File: src/rtl/tinytone_sequencer.sv
`default_nettype none
// ==========================================================================
// tinytone_sequencer - one-voice ROM-driven melody sequencer with PWM tone out
// Revision: 1.0
// ==========================================================================
module tinytone_sequencer #(
   parameter int PW      = 24,
   parameter int TW      = 24,
   parameter int AW      = 6,
   parameter int SEQ_LEN = 64,
   parameter int GAP_CYC = 0
) (
   input  logic          clk,
   input  logic          rst_n_i,
   input  logic          en_i,
   input  logic          start_i,
   input  logic          stop_i,
   input  logic          loop_i,
   input  logic [TW-1:0] tempo_i,
   input  logic [1:0]    vol_i,
   output logic [AW-1:0] seq_addr_o,
   input  logic [7:0]    seq_data_i,
   output logic [5:0]    note_o,
   input  logic [PW-1:0] period_i,
   output logic          pwm_o,
   output logic          busy_o,
   output logic          done_o
);

   localparam logic [2:0] S_IDLE  = 3'd0;
   localparam logic [2:0] S_FETCH = 3'd1;
   localparam logic [2:0] S_LOAD  = 3'd2;
   localparam logic [2:0] S_PLAY  = 3'd3;
   localparam logic [2:0] S_GAP   = 3'd4;
   localparam logic [2:0] S_DONE  = 3'd5;

   localparam int              GW        = (GAP_CYC > 1) ? $clog2(GAP_CYC) : 1;
   localparam logic [GW-1:0]   GAP_LAST  = GW'((GAP_CYC > 0) ? GAP_CYC - 1 : 0);
   localparam logic [AW-1:0]   ADDR_LAST = AW'(SEQ_LEN - 1);

   logic [2:0]    state_q,  state_d;
   logic [AW-1:0] addr_q,   addr_d;
   logic [5:0]    note_q,   note_d;
   logic [1:0]    dur_q,    dur_d;
   logic [PW-1:0] period_q, period_d;
   logic [PW-1:0] duty_q,   duty_d;
   logic [TW-1:0] tempo_q,  tempo_d;
   logic [TW-1:0] beat_q,   beat_d;
   logic [2:0]    bidx_q,   bidx_d;
   logic [PW-1:0] pc_q,     pc_d;
   logic [GW-1:0] gap_q,    gap_d;
   logic          rest_q,   rest_d;
   logic          pwm_q,    pwm_d;

   logic          w_adv, w_eos, w_beat_wrap, w_play_end, w_rest;
   logic [2:0]    w_idx_last;
   logic [PW-1:0] w_duty, w_pc_next;

   always_comb begin
      case (dur_q)
         2'd0:    w_idx_last = 3'd0;
         2'd1:    w_idx_last = 3'd1;
         2'd2:    w_idx_last = 3'd3;
         default: w_idx_last = 3'd7;
      endcase
   end

   assign w_duty      = period_i >> (32'd1 + 32'(vol_i));
   assign w_rest      = (note_q == 6'd0) || (period_i < PW'(2)) || (w_duty == '0);
   assign w_beat_wrap = (beat_q == tempo_q - TW'(1));
   assign w_play_end  = w_beat_wrap && (bidx_q == w_idx_last);
   assign w_pc_next   = (pc_q == period_q - PW'(1)) ? '0 : pc_q + PW'(1);

   always_comb begin
      state_d  = state_q;
      addr_d   = addr_q;
      note_d   = note_q;
      dur_d    = dur_q;
      period_d = period_q;
      duty_d   = duty_q;
      tempo_d  = tempo_q;
      beat_d   = beat_q;
      bidx_d   = bidx_q;
      pc_d     = pc_q;
      gap_d    = gap_q;
      rest_d   = rest_q;
      pwm_d    = pwm_q;
      w_adv    = 1'b0;
      w_eos    = 1'b0;

      case (state_q)
         S_FETCH: begin
            if (seq_data_i == 8'hFF) begin
               w_eos = 1'b1;
            end else begin
               dur_d   = seq_data_i[7:6];
               note_d  = seq_data_i[5:0];
               state_d = S_LOAD;
            end
         end
         S_LOAD: begin
            period_d = period_i;
            duty_d   = w_duty;
            tempo_d  = (tempo_i == '0) ? TW'(1) : tempo_i;
            beat_d   = '0;
            bidx_d   = '0;
            pc_d     = '0;
            rest_d   = w_rest;
            pwm_d    = !w_rest;
            state_d  = S_PLAY;
         end
         S_PLAY: begin
            if (w_play_end) begin
               pwm_d = 1'b0;
               if (GAP_CYC > 0) begin
                  gap_d   = '0;
                  state_d = S_GAP;
               end else begin
                  w_adv = 1'b1;
               end
            end else begin
               if (w_beat_wrap) begin
                  beat_d = '0;
                  bidx_d = bidx_q + 3'd1;
               end else begin
                  beat_d = beat_q + TW'(1);
               end
               pc_d  = w_pc_next;
               pwm_d = !rest_q && (w_pc_next < duty_q);
            end
         end
         S_GAP: begin
            pwm_d = 1'b0;
            if (gap_q == GAP_LAST) begin
               w_adv = 1'b1;
            end else begin
               gap_d = gap_q + GW'(1);
            end
         end
         default: ;
      endcase

      if (w_adv) begin
         if (addr_q == ADDR_LAST) begin
            w_eos = 1'b1;
         end else begin
            addr_d  = addr_q + AW'(1);
            state_d = S_FETCH;
         end
      end

      if (w_eos) begin
         pwm_d = 1'b0;
         if (loop_i) begin
            addr_d  = '0;
            state_d = S_FETCH;
         end else begin
            state_d = S_DONE;
         end
      end

      // stop outranks start; a stopped sequencer keeps its address
      if (start_i) begin
         addr_d  = '0;
         pwm_d   = 1'b0;
         state_d = S_FETCH;
      end
      if (stop_i) begin
         addr_d  = addr_q;
         pwm_d   = 1'b0;
         state_d = S_IDLE;
      end
   end

   always_ff @(posedge clk) begin
      if (!rst_n_i) begin
         state_q  <= S_IDLE;
         addr_q   <= '0;
         note_q   <= '0;
         dur_q    <= '0;
         period_q <= '0;
         duty_q   <= '0;
         tempo_q  <= '0;
         beat_q   <= '0;
         bidx_q   <= '0;
         pc_q     <= '0;
         gap_q    <= '0;
         rest_q   <= 1'b0;
         pwm_q    <= 1'b0;
      end else if (en_i) begin
         state_q  <= state_d;
         addr_q   <= addr_d;
         note_q   <= note_d;
         dur_q    <= dur_d;
         period_q <= period_d;
         duty_q   <= duty_d;
         tempo_q  <= tempo_d;
         beat_q   <= beat_d;
         bidx_q   <= bidx_d;
         pc_q     <= pc_d;
         gap_q    <= gap_d;
         rest_q   <= rest_d;
         pwm_q    <= pwm_d;
      end
   end

   assign seq_addr_o = addr_q;
   assign note_o     = note_q;
   assign pwm_o      = pwm_q;
   assign busy_o     = (state_q == S_FETCH) || (state_q == S_LOAD) ||
                       (state_q == S_PLAY)  || (state_q == S_GAP);
   assign done_o     = (state_q == S_DONE);

endmodule
`default_nettype wire
File: config.mk
export PLATFORM = sky130hd
export DESIGN_NAME = tinytone_sequencer
export DESIGN_NICKNAME = d
export VERILOG_FILES = /design/src/rtl/tinytone_sequencer.sv
export SDC_FILE = /design/constraint.sdc
export NUM_CORES = 1
export LEC_CHECK = 0
export CORE_ASPECT_RATIO = 0.6
export CORE_MARGIN = 1.5
export CORE_UTILIZATION = 45
export DETAILED_ROUTE_END_ITERATION = 10
export HOLD_SLACK_MARGIN = 0.02
export PLACE_DENSITY_LB_ADDON = 0.2
export SETUP_SLACK_MARGIN = 0.15
export SLEW_MARGIN = 30
export SYNTH_ARGS = -nofsm -noshare
export SYNTH_HDL_FRONTEND = slang
export SYNTH_SLANG_ARGS = --single-unit
File: constraint.sdc
create_clock -name clk -period 5.53 [get_ports clk]
set_clock_uncertainty 0.1 [all_clocks]
set_input_delay 0.553 -clock clk [delete_from_list [all_inputs] [get_ports clk]]
set_output_delay 0.553 -clock clk [all_outputs]
set_load 0.005 [all_outputs]
==> flow_summary.yaml <==
detailed_routing:
  wire_per_inst_um: 19.7
  top_layer_used: "met4"
  ant_nets: 0
  drc: 4
  initialDrtViolationCount: 1228
  wl_mm: 32.0
  wl_met3_mm: 3.97
  drt-pass1-iter-count: 8
  avgViaCountPerCell: 6.13
  num_vias: 9948
  wl_met2_mm: 10.7
  wl_met1_mm: 17.0
timing:
  hold_slack_ps: 352
  finalHoldViolations: 0
  finalWorstPathRequiredPeriod_ps: 5020
  timing.final.max_slew_violations: 0
  rsz0062_at_grt: "false"
  setup_tns_ps: 0
  period_share_pct: 90.8
  fmax_mhz: 199
  worst_slew_pin_slew_ps: 828
  final-setup-viol-count: 0
  relSlewSlack_pct: 44.7
setup_path:
  cp-end-kind: "flip-flop"
  path_depth: 19
  slowest_stage: "or4_4"
  crit_family: "simple AND/OR/NAND/NOR gates"
  crit_chain: "or4_4 -> or4_4 -> or4_1 -> o311a_1 -> a21o_1 -> a2111oi_4 -> buf_4 -> buf_12 -> nor2b_1 -> ha_1 -> nor2b_1 -> o21ai_0 -> nand2b_1 -> a21oi_1 -> o21ai_0 -> a21o_1 -> a21oi_1 -> a32oi_1 -> o41ai_1"
  crit_type: "flip-flop to flip-flop"
  cp.required_ps: 5770
  crit_buf_inv: 2
  cpPeakStageDelay_ps: 590
  worstPathMaxFanout: 30
  worstPathArrival_ps: 5260
  reg2reg_setup_slack_ps: 510
  r2r_cells: 19
  start_kind: "flip-flop"
grt:
  grt_remaining_overflow: 0
  grt_pass1_wl_mm: 49.9
  grt_max_degree: 68
  antenna_found_initial: 0
  grt_pass1_vias: 8722
  grt_use_total_pct: 28.1
synthesis:
  dominantRegCellSynth: "dfxtp_1"
  syn_nets: 1397
  synth-seq-cells: 141
  syn_area_per_cell_um2: 7.52
  synth_area_um2: 9820
  yosys_warnings: 0
  synth_cell_types: 88
  synth-seq-area-share_pct: 28.8
  synth_top_area_share_pct: 28.8
  synth_common_cells: "177 x nand2_1, 141 x dfxtp_1, 108 x a21oi_1, 108 x nor2_1, 61 x clkbuf_1"
  synth_edf_count: 0
  yosys.area.top_type: "dfxtp_1"
  ys_top_cells_by_area: "dfxtp_1 29%, nand2_1 6.8%, a21oi_1 5.5%"
  yosysMostFrequentCell: "nand2_1"
  synthArstFlopShare_pct: 0
  synth_cells: 1305
clock_network:
  cts_buffers: 17
  holdBufCountCts: 0
  cts_tree: "yes"
  cts.clk_slew.worst_paths_ps: 70
  cts_buffer_depth: 2
  clk_latency_ps: 440
  cts.sinks: 141
  htreeDepth: 4
  cts_root_buf: "clkbuf_16"
layout:
  seqCellArea_um2: 2820
  drive_above_1_share_pct: 7.37
  antenna_cells: 0
  synthToLayoutAreaGrowth_pct: 14.6
  fillers: 2023
  multiInputGateArea_um2: 6430
  fin_nets: 1423
pwr:
  power_density_nw_per_um2: 217
  p_leak_uw: 0.00404
  vdd_drop_max_v: 0.000224
floorplanning:
  std_cell_rows: 41
  die_y_um: 117
  start_util_pct: 46.3
  fp.dieW_um: 194
  core_area_um2: 21200
  dieArea_um2: 22700
  io_pins: 79
placed_design:
  port_buffers: 78
  hpwl_mm: 24.1
  gp_congestion: 0.966
min_path:
  hold_class: "flip-flop to flip-flop"
  hold_depth: 2
status:
  status: "complete, but fails checks"
  violations: "design-rule violations"
run:
  maxCapViolations: 0
-- routing by layer --
layer / up-vias / global-route usage, %
li1: 4770 / -
met3: 29 / 8.48
met5: - / 0
met4: 0 / 6.25
met2: 472 / 31.9
met1: 4677 / 47.4
-- metrics by stage --
stage / area, µm² / worst slack [ps] / utilization (%) / total power, µW / instances
after floorplan: 9820 / 312 / - / 1220 / 1305
after global placement: 10700 / 390 / 50.3 / 1330 / 1590
after detailed placement: 10700 / 270 / 50.3 / 1330 / 1590
after CTS: 11200 / 240 / 52.9 / 2440 / 1622
after global routing: 11200 / 123 / 53.1 / 2520 / 1623
final: 11200 / 507 / 53.1 / 2440 / 1623
-- worst paths after layout --
kind,from,to
setup / recovery,period_q[8]$_SDFFE_PN0P_,pwm_o$_SDFFE_PN0P_
hold / removal,duty_q[9]$_SDFFE_PN0P_,duty_q[9]$_SDFFE_PN0P_
setup reg to reg,period_q[8]$_SDFFE_PN0P_,pwm_o$_SDFFE_PN0P_
hold reg to reg,duty_q[9]$_SDFFE_PN0P_,duty_q[9]$_SDFFE_PN0P_
-- kinds of logic (layout without fill, tap and decap cells) --
group | after synthesis | after routing | synth area share, %
compound gates | 300 | 300 | 20.1
xor+xnor | 78 | 78 | 6.96
fa+ha+maj | 28 | 28 | 3.57
buf+inv | 136 | 175 | 6.22
flops | 141 | 141 | 28.8
mux | 32 | 32 | 3.45
simple gates | 590 | 590 | 30.9
-- where the power goes --
group	switching [µW]	leakage (µW)	internal, µW
Combinational	158	0.00264	120
Sequential	13.0	0.00114	1020
Clock	491	0.000266	631
-- sequential cells by signal, indices dropped and copies added, names as in the netlist, 3 cells and up --
name / flops
duty_q: 23
pc_q: 24
state_q: 3
note_o: 6
beat_q: 24
tempo_q: 24
bidx_q: 3
period_q: 24
seq_addr_o: 6
-- layout make-up --
class,instances,area share [%]
inverters,49,1.63
well taps,279,3.10
repair buffers,94,8.07
multi-input cells,1028,57.1
clock buffers,19,3.94
flip-flops and latches,141,25.1
clock inverters,13,1.02
-- worst min-delay path, stage by stage (launching register included) --
cell and delay, ps:
dfxtp_1 310, nand2_1 50, a21oi_1 50
-- repair_timing --
item,4_1_cts,5_1_grt
setup buffers,0,1
endpoints found under the setup margin,0,1
resized for setup,0,5
-- cells in the final DEF (no fill, tap or decap), drive strengths merged, types with 5 or more instances in the layout --
cell type      netlist  routed
nand3               47      47
nand2              179     179
inv                 48      51
o211ai              22      22
and2                 9       9
o221ai               6       6
o31ai               12      12
ha                  28      28
a21oi              109     109
o22ai                8       8
nor4                34      34
mux2                15      15
or4                 19      19
nor2               109     109
a31oi               17      17
clkinv               1       6
a211oi               7       7
o21ai               39      39
clkbuf              62      19
and4                 5       5
nand3b              12      12
a2111oi              5       5
nor2b               21      21
xnor2               46      46
nand4               24      24
a21boi               9       9
o21a                 9       9
nand4b               7       7
dfxtp              141     141
or3                 23      23
mux2i               17      17
xor2                32      32
nor3                53      53
clkdlybuf4s50        0      77
a21o                14      14
buf                 25      17
and3                20      20
nand2b               9       9
Note: power is estimated with default switching activity, not from simulation.
